<file path="src/rtl/multi_mode_water_lights.sv">
`default_nettype none
// ============================================================================
// Module   : multi_mode_water_lights
// Brief    : N-channel running-light engine. It supports four step rates,
//            four pattern modes (rotate up, rotate down, bounce, fill bar)
//            and a synchronised, debounced run/pause push-button.
// Revision : 1.0 - initial release
// ============================================================================
module multi_mode_water_lights #(
  parameter int N_LEDS       = 8,
  parameter int DIV0         = 1000000,
  parameter int DIV1         = 10000000,
  parameter int DIV2         = 25000000,
  parameter int DIV3         = 50000000,
  parameter int DEBOUNCE_CYC = 2000000
) (
  input  logic              clk,
  input  logic              rst,         // asynchronous assert, active-low
  input  logic              button,
  input  logic [1:0]        freq_set,
  input  logic [1:0]        mode,
  output logic [N_LEDS-1:0] led,
  output logic              running,
  output logic              step_pulse
);

  localparam int c_MAX01  = (DIV0 > DIV1) ? DIV0 : DIV1;
  localparam int c_MAX23  = (DIV2 > DIV3) ? DIV2 : DIV3;
  localparam int c_MAXDIV = (c_MAX01 > c_MAX23) ? c_MAX01 : c_MAX23;
  localparam int c_PW_RAW = $clog2(c_MAXDIV);
  localparam int c_PW     = (c_PW_RAW < 1) ? 1 : c_PW_RAW;
  localparam int c_DW_RAW = $clog2(DEBOUNCE_CYC);
  localparam int c_DW     = (c_DW_RAW < 1) ? 1 : c_DW_RAW;

  localparam logic [N_LEDS-1:0] c_LED_INIT = {{(N_LEDS-1){1'b0}}, 1'b1};

  typedef enum logic {
    DIR_UP   = 1'b0,
    DIR_DOWN = 1'b1
  } dir_t;

  logic              r_sync1;
  logic              r_sync2;
  logic              r_deb;
  logic [c_DW-1:0]   r_dcnt;
  logic              w_accept;
  logic              w_rise;

  logic [1:0]        r_freq_q;
  logic [1:0]        r_mode_q;
  logic [c_PW-1:0]   r_presc;
  logic [c_PW-1:0]   w_div_m1;
  logic              w_fchg;
  logic              w_mchg;
  logic              w_step;
  logic              r_running;
  logic              r_step_pulse;

  logic [N_LEDS-1:0] r_led;
  logic [N_LEDS-1:0] w_led_next;
  dir_t              r_dir;
  dir_t              w_dir_next;

  // The debounced level accepts the synchronised value once it has differed
  // for DEBOUNCE_CYC consecutive cycles. Only the rising acceptance toggles run.
  assign w_accept = (r_sync2 != r_deb) && (r_dcnt == c_DW'(DEBOUNCE_CYC - 1));
  assign w_rise   = w_accept && r_sync2;

  // Button synchroniser and debounce counter
  always_ff @(posedge clk or negedge rst) begin
    if (!rst) begin
      r_sync1 <= 1'b0;
      r_sync2 <= 1'b0;
      r_deb   <= 1'b0;
      r_dcnt  <= '0;
    end else begin
      r_sync1 <= button;
      r_sync2 <= r_sync1;
      if (r_sync2 == r_deb) begin
        r_dcnt <= '0;
      end else if (w_accept) begin
        r_deb  <= r_sync2;
        r_dcnt <= '0;
      end else begin
        r_dcnt <= r_dcnt + c_DW'(1);
      end
    end
  end

  // Terminal count of the prescaler for the currently selected rate
  always_comb begin
    w_div_m1 = c_PW'(DIV0 - 1);
    case (freq_set)
      2'b00:   w_div_m1 = c_PW'(DIV0 - 1);
      2'b01:   w_div_m1 = c_PW'(DIV1 - 1);
      2'b10:   w_div_m1 = c_PW'(DIV2 - 1);
      default: w_div_m1 = c_PW'(DIV3 - 1);
    endcase
  end

  // A rate or mode change restarts the count and suppresses the step that edge
  assign w_fchg = (freq_set != r_freq_q);
  assign w_mchg = (mode != r_mode_q);
  assign w_step = r_running && !w_fchg && !w_mchg && (r_presc == w_div_m1);

  // Next pattern for each mode; applied only on a step edge
  always_comb begin
    w_led_next = r_led;
    w_dir_next = r_dir;
    case (mode)
      2'b00: w_led_next = {r_led[N_LEDS-2:0], r_led[N_LEDS-1]};
      2'b01: w_led_next = {r_led[0], r_led[N_LEDS-1:1]};
      2'b10: begin
        // Turn around when an end is reached so each end is lit for one step
        if (r_dir == DIR_UP) begin
          if (r_led[N_LEDS-1]) begin
            w_led_next = r_led >> 1;
            w_dir_next = DIR_DOWN;
          end else begin
            w_led_next = r_led << 1;
          end
        end else begin
          if (r_led[0]) begin
            w_led_next = r_led << 1;
            w_dir_next = DIR_UP;
          end else begin
            w_led_next = r_led >> 1;
          end
        end
      end
      default: begin
        if (&r_led) begin
          w_led_next = c_LED_INIT;
        end else begin
          w_led_next = {r_led[N_LEDS-2:0], 1'b1};
        end
      end
    endcase
  end

  // Run state, prescaler, step strobe and change-detect registers
  always_ff @(posedge clk or negedge rst) begin
    if (!rst) begin
      r_freq_q     <= 2'b00;
      r_mode_q     <= 2'b00;
      r_presc      <= '0;
      r_running    <= 1'b0;
      r_step_pulse <= 1'b0;
    end else begin
      r_freq_q     <= freq_set;
      r_mode_q     <= mode;
      r_step_pulse <= w_step;
      if (w_rise) begin
        r_running <= ~r_running;
      end
      // Cleared on any toggle so a resume always starts a full period
      if (w_mchg || w_fchg || !r_running || w_rise || w_step) begin
        r_presc <= '0;
      end else begin
        r_presc <= r_presc + c_PW'(1);
      end
    end
  end

  // LED pattern and bounce direction
  always_ff @(posedge clk or negedge rst) begin
    if (!rst) begin
      r_led <= c_LED_INIT;
      r_dir <= DIR_UP;
    end else if (w_mchg) begin
      r_led <= c_LED_INIT;
      r_dir <= DIR_UP;
    end else if (w_step) begin
      r_led <= w_led_next;
      r_dir <= w_dir_next;
    end
  end

  assign led        = r_led;
  assign running    = r_running;
  assign step_pulse = r_step_pulse;

endmodule
`default_nettype wire

</file>
<file path="config.mk">
export PLATFORM = sky130hd
export DESIGN_NAME = multi_mode_water_lights
export DESIGN_NICKNAME = d
export VERILOG_FILES = /design/src/rtl/multi_mode_water_lights.sv
export SDC_FILE = /design/constraint.sdc
export NUM_CORES = 1
export LEC_CHECK = 0
export BUFFER_PORTS_ARGS = -buffer_cell sky130_fd_sc_hd__buf_2
export CELL_PAD_IN_SITES_DETAIL_PLACEMENT = 1
export CELL_PAD_IN_SITES_GLOBAL_PLACEMENT = 2
export CORE_MARGIN = 5
export CORE_UTILIZATION = 42
export DETAILED_ROUTE_END_ITERATION = 6
export PLACE_DENSITY = 0.88
export SLEW_MARGIN = 25
export SYNTH_ARGS = -nofsm -noshare
export SYNTH_HDL_FRONTEND = slang
export SYNTH_SLANG_ARGS = --single-unit
</file>
<file path="constraint.sdc">
create_clock -name clk -period 5.8 [get_ports clk]
set_input_delay 0.29 -clock clk [delete_from_list [all_inputs] [get_ports clk]]
set_output_delay 0.29 -clock clk [all_outputs]
set_load 0.02 [all_outputs]
</file>
==> results of run 1 <==
where the power goes:
part	internal, mW	switching, mW	leakage (nW)
Combinational	0.0133	0.0320	0.614
Sequential	0.457	0.00283	0.889
Clock	0.277	0.180	0.123
kinds of logic (layout without fill, tap and decap cells):
logic type	count (synthesis)	after routing	synth area share, %
flip-flops	65	65	44.1
AO/OA/AOI/OAI	52	52	9.90
buffers and inverters	39	51	4.58
XOR/XNOR	50	50	11.9
multiplexers	6	6	1.63
adder cells (fa/ha/maj)	7	7	2.37
AND/OR/NAND/NOR	174	174	25.5
critical path, stage by stage, from the launching register on:
cell	delay (ns)
dfrtp_1	0.44
nor3b_2	0.28
o221ai_1	0.18
or4_1	0.69
o211ai_4	0.65
a21oi_1	0.14
worst paths after layout:
check                      slack [ns]  depth (start not counted)     endpoint
min                              0.06                          1      r_sync1
min in group asynchronous        0.13                          2   r_dcnt[16]
max in group asynchronous        5.12                          2    r_dcnt[7]
max                              3.24                          5  r_presc[25]
max reg2reg                      3.24                          5  r_presc[25]
min reg2reg                      0.36                          0      r_sync2
per-stage QoR:
step           std cells  cell area (um2)  total power [mW]
6_report             513             4050             0.963
5_1_grt              513             4050              1.00
4_1_cts              513             4050             0.976
3_5_place_dp         497             3810             0.514
2_1_floorplan        393             3690             0.494
3_3_place_gp         497             3810             0.512
routing by layer:
layer,vias to the layer above,track usage [%],wire length [um]
met5,-,0,0
met4,0,4.63,120
met3,12,4.04,225
met2,22,27.6,4240
met1,1450,22.6,4140
li1,1395,-,-
area by class of cell:
class	count	area, um2	share of cell area (%)
multi-input combinational	289	1890	46.7
sequential	65	1630	40.2
clock buffer	12	165	4.08
tap	108	135	3.34
timing repair buffer	17	87.6	2.16
clock inverter	4	73.8	1.82
inverter	18	67.6	1.67
cells in the final DEF, fill, tap and decap left out, types with 11 or more instances in the layout:
cell type / n
nand4_1: 11
xnor2_1: 30
xor2_1: 20
dfrtp_1: 64
inv_1: 18
buf_2: 16
nor2_1: 53
nand2_1: 21
nor3_1: 13
nand3_1: 23
a21oi_1: 11
clkbuf_8: 12
state kept, by name, indices dropped and copies added, names as in the netlist:
register,count
r_dcnt,21
r_dir,1
r_sync2,1
r_freq_q,2
r_sync1,1
r_deb,1
running,1
r_presc,26
led,8
step_pulse,1
r_mode_q,2
==> qor_table.md, run 1 <==
| Metric | Reported | Unit |
|:---|:---|:---|
| Run status | completed | - |
| Worst Hold Margin | 0.0644 | ns |
| Lkg Pwr | 1.63 | nW |
| Count of hold buffers inserted by post-cts repair | 0 | - |
| Starting utilization of the core area | 42.7 | % |
| Primary FF master, synth | dfrtp_1 | - |
| WP data arrival | 2.74 | ns |
| Overall via count from detail_route | 2879 | - |
| Placeable core region | 8640 | um2 |
| HPWL after DPL | 5990 | um |
| Number of violations of the max-capacitance limit | 0 | - |
| Via density per instance | 5.61 | - |
| Pin count of the biggest net entering global routing | 66 | - |
| Antenna violations before repair | 0 | - |
| Count of nets left with antenna violations after detail routing | 0 | - |
| Die area | 10800 | um2 |
| Final Critical Period | 2.56 | ns |
| Via count of the first global-routing pass | 3040 | - |
| Final hold violations | 0 | - |
| Die boundary width | 104 | um |
| Number of fill cells in the layout | 992 | - |
| Post-CTS setup-driven buffer insertion count | 0 | - |
| Detailed-routing iteration count for the pre-antenna-repair pass | 4 | - |
| Most area-consuming cells after synthesis | dfrtp_1, xnor2_1, nor2_1 | - |
| Share of the yosys chip area belonging to registers | 44.1 | % |
| Clock Pin Slew Worst Setup and Hold Paths | 0.07 | ns |
| Number of enable flip-flop cells after synthesis | 0 | - |
| Total Nets Final | 414 | - |
| H-Tree Depth | 3 | - |
| Wire length of the first global-routing pass | 15300 | um |
| Num CTS Buffers | 9 | - |
| Critical Path Sink Type | flop | - |
| Final sum of negative setup slack | 0 | ns |
| Total I/O pin count | 17 | - |
| Highest clock rate | 391 | MHz |
| Port Buffers | 16 | - |
| Number of antenna cells inserted | 0 | - |
| Syn-to-layout area delta | 9.77 | % |
| Final core occ | 46.9 | % |
| Avg WL per Cell | 17.0 | um |
| Startpoint Class | flop | - |
| Final Wtd Congestion | 0.803 | - |
| Clock Latency Late Sink | 0.34 | ns |
| Global-route congestion overflow total | 0 | - |
| Residual DRC | 0 | - |
| Flop and latch count out of synthesis | 65 | - |
| CTS resizes | 0 | - |
| Worst slack at placement | 2.91 | ns |
| HP Start | button | - |
| Relative slew slack | 43.7 | % |
| Library cell used as clock root buffer | clkbuf_8 | - |
| Reg2Reg Launch Point | r_presc[8] | - |
| Start-to-end type of the worst setup path | reg2reg | - |
| Total power per unit cell area | 238 | nW/um2 |
| Clock tree from TritonCTS | built | - |
| Portion of the clock cycle consumed by the worst path in the final layout | 44.1 | % |
| Die Y-Extent | 104 | um |
| Net count of the mapped netlist | 407 | - |
| Final Worst Setup Slack | 3.24 | ns |
| Max Root-Sink Buffers | 2 | - |
| 1st-iter DRT viols | 77 | - |
| Tightest Hold Check Type | in2reg | - |
| Proportion of layout cells with a drive suffix above 1 | 11.1 | % |
| Synth cell count leaders | dfrtp_1, nor2_1, xnor2_1, nand3_1, nand2_1 | - |
| Cell taking the most area after synthesis | dfrtp_1 | - |
| Most repeated cell in the gate-level netlist after synthesis | dfrtp_1 | - |
| Final setup skew | 0.0142 | ns |
| Overall track demand over capacity in global routing | 17.0 | % |
| Post-Syn Instances | 393 | - |
| Crit Path Max Fanout | 26 | - |
| Final setup violation count | 0 | - |
| Combined area of all synthesized cells | 3690 | um2 |
| Yosys warnings | 0 | - |
| Required time of the worst setup path | 5.98 | ns |
| Mapped Avg Cell Area | 9.39 | um2 |
| Area fraction of the dominant cell type after synthesis | 43.4 | % |
| Count of distinct cell types in the synthesized netlist | 51 | - |
| Number of core rows | 34 | - |
| Maximum vdd drop | 102 | uV |
| Final routed wirelength across all metal layers | 8720 | um |
| Slew @ Worst Pin | 0.845 | ns |
| Critical path origin | r_presc[8] | - |
| Final-report max-slew violation count | 0 | - |
| Ys async rst share | 100 | % |
| RSZ-0062 raised after global routing | false | - |
| Number of sinks handled by clock tree synthesis | 65 | - |
(Power assumes the default switching activity.)
==> run 2: changes to the inputs <==
--- a/config.mk
+++ b/config.mk
@@ -9,9 +9,9 @@
 export CELL_PAD_IN_SITES_DETAIL_PLACEMENT = 1
 export CELL_PAD_IN_SITES_GLOBAL_PLACEMENT = 2
 export CORE_MARGIN = 5
-export CORE_UTILIZATION = 42
+export CORE_UTILIZATION = 36
 export DETAILED_ROUTE_END_ITERATION = 6
-export PLACE_DENSITY = 0.88
+export PLACE_DENSITY = 0.81
 export SLEW_MARGIN = 25
 export SYNTH_ARGS = -nofsm -noshare
 export SYNTH_HDL_FRONTEND = slang
==> constraint.sdc (replaced) <==
create_clock -name clk -period 2.15 [get_ports clk]
set_input_delay 0.1075 -clock clk [delete_from_list [all_inputs] [get_ports clk]]
set_output_delay 0.1075 -clock clk [all_outputs]
set_load 0.02 [all_outputs]
==> qor_table.md, run 2 (synthesized netlist as in run 1, its figures left out) <==
| Metric | Reported | Unit | Change |
|:---|:---|:---|:---|
| Pin count of the biggest net entering global routing | 42 | - | was 66 |
| Num CTS Buffers | 9 | - | unchanged |
| Starting utilization of the core area | 36.4 | % | was 42.7% |
| Final core occ | 44.7 | % | was 46.9% |
| Max Root-Sink Buffers | 2 | - | unchanged |
| Die area | 12400 | um2 | was 10800 um2 |
| Crit Path Max Fanout | 4 | - | was 26 |
| Overall via count from detail_route | 3074 | - | was 2879 |
| Maximum vdd drop | 258 | uV | was 102 uV |
| Number of sinks handled by clock tree synthesis | 65 | - | unchanged |
| Count of nets left with antenna violations after detail routing | 0 | - | unchanged |
| Number of core rows | 37 | - | was 34 |
| Slew @ Worst Pin | 0.611 | ns | was 0.845 ns |
| Commonest non-fill, non-tap cell in the layout | dfrtp_1 | - | unchanged |
| Antenna violations before repair | 0 | - | unchanged |
| HPWL after DPL | 6560 | um | was 5990 um |
| Final Instance Area | 4530 | um2 | was 4050 um2 |
| Start-to-end type of the worst setup path | reg2reg | - | unchanged |
| H-Tree Depth | 3 | - | unchanged |
| WP data arrival | 2.35 | ns | was 2.74 ns |
| Worst Hold Margin | 0.0636 | ns | was 0.0644 ns |
| Clock Pin Slew Worst Setup and Hold Paths | 0.08 | ns | was 0.07 ns |
| Startpoint Class | flop | - | unchanged |
| Number of violations of the max-capacitance limit | 0 | - | unchanged |
| Cell area after placement | 4160 | um2 | was 3810 um2 |
| Top reg by flops | r_presc | - | unchanged |
| Placeable core region | 10100 | um2 | was 8640 um2 |
| Worst slack at placement | -0.112 | ns | was 2.91 ns |
| Total Nets Final | 460 | - | was 414 |
| Required time of the worst setup path | 2.42 | ns | was 5.98 ns |
| Global-route congestion overflow total | 0 | - | unchanged |
| Tightest Hold Check Type | in2reg | - | unchanged |
| Leading cell types in the layout, fill and taps excluded | dfrtp_1, nor2_1, buf_4, xnor2_1, nand3_1 | - | was dfrtp_1, nor2_1, xnor2_1, nand3_1, nand2_1 |
| Cell count of the worst hold path | 1 | - | unchanged |
| Proportion of layout cells with a drive suffix above 1 | 21.7 | % | was 11.1% |
| Syn-to-layout area delta | 22.8 | % | was 9.77% |
| Detailed-routing iteration count for the pre-antenna-repair pass | 4 | - | unchanged |
| Total power per unit cell area | 550 | nW/um2 | was 238 nW/um2 |
| Overall track demand over capacity in global routing | 15.6 | % | was 17.0% |
| Flip-flop count of the largest register after layout | 26 | - | unchanged |
| Number of antenna cells inserted | 0 | - | unchanged |
| Die boundary width | 111 | um | was 104 um |
| Final setup violation count | 0 | - | unchanged |
| Clock tree from TritonCTS | built | - | unchanged |
| Final Critical Period | 2.08 | ns | was 2.56 ns |
| Final-report max-slew violation count | 0 | - | unchanged |
| Final routed wirelength across all metal layers | 9540 | um | was 8720 um |
| Final hold violations | 0 | - | unchanged |
| Run status | completed | - | unchanged |
| Total I/O pin count | 17 | - | unchanged |
| Lkg Pwr | 1.87 | nW | was 1.63 nW |
| Die Y-Extent | 111 | um | was 104 um |
| Final Wtd Congestion | 0.762 | - | was 0.803 |
| Wire length of the first global-routing pass | 15800 | um | was 15300 um |
| Highest clock rate | 481 | MHz | was 391 MHz |
| Library cell used as clock root buffer | clkbuf_8 | - | unchanged |
| Residual DRC | 0 | - | unchanged |
| Relative slew slack | 59.3 | % | was 43.7% |
| Number of fill cells in the layout | 1173 | - | was 992 |
| Number of cells on the worst reg-to-reg path | 6 | - | was 5 |
| Final setup skew | 0.0130 | ns | was 0.0142 ns |
| Final Worst Setup Slack | 0.0719 | ns | was 3.24 ns |
| Avg WL per Cell | 16.3 | um | was 17.0 um |
| Reg area | 1630 | um2 | about the same |
| Multi-input gate area | 1980 | um2 | was 1890 um2 |
| Critical Path Sink Type | flop | - | unchanged |
| 1st-iter DRT viols | 126 | - | was 77 |
| Port Buffers | 16 | - | unchanged |
| Via density per instance | 5.24 | - | was 5.61 |
| Clock Latency Late Sink | 0.35 | ns | was 0.34 ns |
| Via count of the first global-routing pass | 3246 | - | was 3040 |
| Portion of the clock cycle consumed by the worst path in the final layout | 96.7 | % | was 44.1% |
## run 2: changes by cell type in the layout (fill, tap and decap cells not counted), sizes merged
cell,change
buf,+43
bufinv,-1
clkbuf,+2
clkinv,-1
dlygate4sd3,+3
## run 2: final timing paths
check,start,to,slack [ns]
min in group asynchronous,rst,r_dcnt[12],0.31
max in group asynchronous,rst,r_presc[20],1.19
max,r_presc[7],led[7],0.07
max reg2reg,r_presc[7],led[7],0.07
min,mode[1],r_mode_q[1],0.06
min reg2reg,r_sync1,r_sync2,0.40
## run 2: stage by stage
step / power (mW) / instances / setup TNS [ns]
6_report: 2.49 / 587 / 0
5_1_grt: 2.60 / 587 / -0.109
4_1_cts: 2.51 / 581 / 0
3_5_place_dp: 1.40 / 562 / -0.945
3_3_place_gp: 1.39 / 562 / 0
2_1_floorplan: 1.33 / 393 / 0
## run 2: area by class of cell
class                           count  share of cell area, %
Multi-Input combinational cell    289                   43.6
Sequential cell                    65                   36.0
Timing Repair Buffer               63                   10.5
Clock buffer                       14                   3.81
Tap cell                          136                   3.75
Inverter                           18                   1.49
Clock inverter                      2                  0.773
## run 2: routing by layer
metal | vias up | share of wire (%) | track usage, %
li1 | 1494 | - | -
met1 | 1535 | 46 | 19.7
met2 | 33 | 51 | 26.8
met3 | 12 | 2.3 | 3.00
met4 | 0 | 1.2 | 4.87
met5 | - | 0 | 0
## run 2: worst max-delay path: stages, from the launching register on
cell	delay (ns)
dfrtp_1	0.41
nor3b_4	0.26
o221ai_2	0.15
or4_4	0.53
buf_4	0.17
nor3_4	0.27
mux2i_1	0.22
## run 2: power by group
group	leakage (nW)	switching [mW]	total, mW	internal, mW
combinational	0.874	0.0948	0.145	0.0505
sequential	0.885	0.00855	1.24	1.23
clock	0.107	0.475	1.11	0.631
total	1.87	0.578	2.49	1.91
## run 2: timing repair
action | in CTS | in global routing
cloned | 0 | 0
endpoints found under the setup margin | 5 | 35
resized for setup | 3 | 14
pin swaps | 0 | 6
hold buffers | 3 | 0
hold endpoints to repair | 25 | 0
buffers inserted | 0 | 6
==> run 3: changes to the inputs <==
--- a/config.mk
+++ b/config.mk
@@ -9,9 +9,10 @@
 export CELL_PAD_IN_SITES_DETAIL_PLACEMENT = 1
 export CELL_PAD_IN_SITES_GLOBAL_PLACEMENT = 2
 export CORE_MARGIN = 5
-export CORE_UTILIZATION = 36
+export CORE_UTILIZATION = 29
 export DETAILED_ROUTE_END_ITERATION = 6
-export PLACE_DENSITY = 0.81
+export PLACE_DENSITY = 0.68
+export REMOVE_ABC_BUFFERS = 1
 export SLEW_MARGIN = 25
 export SYNTH_ARGS = -nofsm -noshare
 export SYNTH_HDL_FRONTEND = slang
==> qor_table.md, run 3 (synthesized netlist as in run 1, its figures left out) <==
| Metric | Reported | Unit | Change |
|:---|:---|:---|:---|
| Flip-flop count of the largest register after layout | 26 | - | unchanged |
| Number of sinks handled by clock tree synthesis | 65 | - | unchanged |
| Top reg by flops | r_presc | - | unchanged |
| Overall via count from detail_route | 2974 | - | was 3074 |
| Final-report max-slew violation count | 0 | - | unchanged |
| Relative slew slack | 66.1 | % | was 59.3% |
| Starting utilization of the core area | 29.4 | % | was 36.4% |
| Total power per unit cell area | 597 | nW/um2 | was 550 nW/um2 |
| Final Instance Area | 4530 | um2 | about the same |
| Worst slack at placement | -0.0627 | ns | was -0.112 ns |
| Met3 Routed Length | 333 | um | was 221 um |
| Commonest non-fill, non-tap cell in the layout | dfrtp_1 | - | unchanged |
| Max Root-Sink Buffers | 2 | - | unchanged |
| Clock tree from TritonCTS | built | - | unchanged |
| Number of antenna cells inserted | 0 | - | unchanged |
| Clock Pin Slew Worst Setup and Hold Paths | 0.06 | ns | was 0.08 ns |
| Number of fill cells in the layout | 1456 | - | was 1173 |
| Residual DRC | 0 | - | unchanged |
| WP data arrival | 2.28 | ns | was 2.35 ns |
| Overall track demand over capacity in global routing | 13.7 | % | was 15.6% |
| Hold Crit Endpoint | r_freq_q[1] | - | was r_mode_q[1] |
| Die boundary width | 123 | um | was 111 um |
| Total Nets Final | 454 | - | was 460 |
| Final setup skew | 0.0129 | ns | was 0.0130 ns |
| Lkg Pwr | 1.85 | nW | was 1.87 nW |
| Global-route congestion overflow total | 0 | - | unchanged |
| Cell area after placement | 4200 | um2 | was 4160 um2 |
| Antenna violations before repair | 0 | - | unchanged |
| Via density per instance | 4.82 | - | was 5.24 |
| HPWL after DPL | 6520 | um | was 6560 um |
| Sum of buffers and inverters on the critical path | 1 | - | unchanged |
| H-Tree Depth | 3 | - | unchanged |
| Wire length of the first global-routing pass | 15900 | um | was 15800 um |
| Run status | completed | - | unchanged |
| Count of nets left with antenna violations after detail routing | 0 | - | unchanged |
| Number of core rows | 41 | - | was 37 |
| Reg-to-reg slack, setup | 0.13 | ns | was 0.07 ns |
| Category of cells accounting for the largest share of critical-path delay | simple AND/OR/NAND/NOR gates | - | unchanged |
| Startpoint Class | flop | - | unchanged |
| Final routed wirelength across all metal layers | 9250 | um | was 9540 um |
| Avg WL per Cell | 15.0 | um | was 16.3 um |
| Required time of the worst setup path | 2.41 | ns | was 2.42 ns |
| CP max stage delay | 0.55 | ns | was 0.53 ns |
| Critical Path Sink Type | flop | - | unchanged |
| Cell count of the worst hold path | 2 | - | was 1 |
| Start-to-end type of the worst setup path | reg2reg | - | unchanged |
| Final Wtd Congestion | 0.783 | - | was 0.762 |
| 1st-iter DRT viols | 105 | - | was 126 |
| Die Y-Extent | 123 | um | was 111 um |
| Final Worst Setup Slack | 0.130 | ns | was 0.0719 ns |
| Pin count of the biggest net entering global routing | 66 | - | was 42 |
| Port Buffers | 16 | - | unchanged |
| Placeable core region | 12600 | um2 | was 10100 um2 |
| Die area | 15100 | um2 | was 12400 um2 |
| Detailed-routing iteration count for the pre-antenna-repair pass | 4 | - | unchanged |
| Final hold violations | 0 | - | unchanged |
| Reg2Reg Launch Point | r_presc[7] | - | unchanged |
| Slew @ Worst Pin | 0.505 | ns | was 0.611 ns |
| Highest metal layer used by the detailed router | met4 | - | unchanged |
| Critical path depth in cells | 6 | - | unchanged |
| Maximum vdd drop | 301 | uV | was 258 uV |
| Num CTS Buffers | 9 | - | unchanged |
| Total I/O pin count | 17 | - | unchanged |
| Final setup violation count | 0 | - | unchanged |
| Ordered cell list for the critical path | nor3b_4 -> o221ai_2 -> or4_4 -> buf_4 -> nor3_4 -> mux2i_1 | - | unchanged |
| Detailed route wirelength on metal2 | 4290 | um | was 4840 um |
| RSZ-0062 raised after global routing | true | - |  |
| Tightest Hold Check Type | in2reg | - | unchanged |
| Proportion of layout cells with a drive suffix above 1 | 20.0 | % | was 21.7% |
| Syn-to-layout area delta | 22.9 | % | was 22.8% |
| Library cell used as clock root buffer | clkbuf_16 | - | was clkbuf_8 |
| Wire length on met1 | 4490 | um | was 4370 um |
| Post-CTS setup-driven buffer insertion count | 0 | - | unchanged |
| Number of violations of the max-capacitance limit | 0 | - | unchanged |
| Capturing point of the worst reg2reg path | led[7] | - | unchanged |
| Highest clock rate | 495 | MHz | was 481 MHz |
| Via count of the first global-routing pass | 3124 | - | was 3246 |
| Portion of the clock cycle consumed by the worst path in the final layout | 94.0 | % | was 96.7% |
| Final Critical Period | 2.02 | ns | was 2.08 ns |
| Leading cell types in the layout, fill and taps excluded | dfrtp_1, nor2_1, buf_4, xnor2_1, nand3_1 | - | unchanged |
| Crit-path slowest cell | or4_4 | - | unchanged |
| Clock Latency Late Sink | 0.34 | ns | was 0.35 ns |
| Number of cells on the worst reg-to-reg path | 6 | - | unchanged |
| Crit Path Max Fanout | 4 | - | unchanged |
| HP Start | freq_set[1] | - | was mode[1] |
## run 3: changes by cell type in the layout (fill, tap and decap cells not counted), sizes merged
cell / previous run / this run
clkinvlp: 0 / 3
dlygate4sd3: 3 / 2
clkbuf: 14 / 11
buf: 60 / 55
bufinv: 1 / 0
clkinv: 1 / 2
## run 3: how the worst max path moves through the flow
stage	endpoint	slack, ns	from
floorplan	r_presc[10]	0.05	r_presc[15]
global placement	led[5]	0.03	freq_set[0]
detailed placement	led[6]	-0.06	freq_set[0]
CTS	led[7]	0.02	r_presc[7]
global route	led[6]	-0.02	r_presc[7]
finish	led[7]	0.13	r_presc[7]
## run 3: stage by stage
stage / power, mW / utilization (%) / cells / setup TNS, ns / hold slack [ns]
4_1_cts: 2.77 / 35.7 / 617 / 0 / 0.0252
6_report: 2.71 / 36.1 / 617 / 0 / 0.0373
5_1_grt: 2.85 / 36.1 / 617 / -0.0195 / 0.0350
3_3_place_gp: 1.40 / 33.4 / 599 / 0 / 0.160
2_1_floorplan: 1.32 / - / 372 / 0 / -0.188
3_5_place_dp: 1.40 / 33.4 / 599 / -0.198 / 0.161
## run 3: cell type report
class	instances	area [um2]	area share, %
Tap cell	172	215	4.75
Clock buffer	11	233	5.13
Multi-Input combinational cell	289	1940	42.8
Inverter	18	67.6	1.49
Timing Repair Buffer	57	418	9.22
Sequential cell	65	1630	35.9
Clock inverter	5	32.5	0.717
## run 3: layer usage
metal  GRT usage (%)  vias up
met5               0        -
met4            3.99        0
met3            4.75       11
met2            22.1       28
met1            17.2     1465
li1                -     1470
## run 3: repair_timing
| item | CTS | global route |
|---|---|---|
| endpoints found under the setup margin | 2 | 33 |
| cloned | 0 | 0 |
| hold buffers | 2 | 0 |
| endpoints found under the hold margin | 65 | 0 |
| pin swaps | 1 | 0 |
| gates resized for setup | 1 | 8 |
## run 3: power by group
group / internal [mW] / leakage, nW / switching (mW)
sequential: 1.23 / 0.889 / 0.00730
clock: 0.776 / 0.122 / 0.555
combinational: 0.0485 / 0.835 / 0.0884
total: 2.06 / 1.85 / 0.650
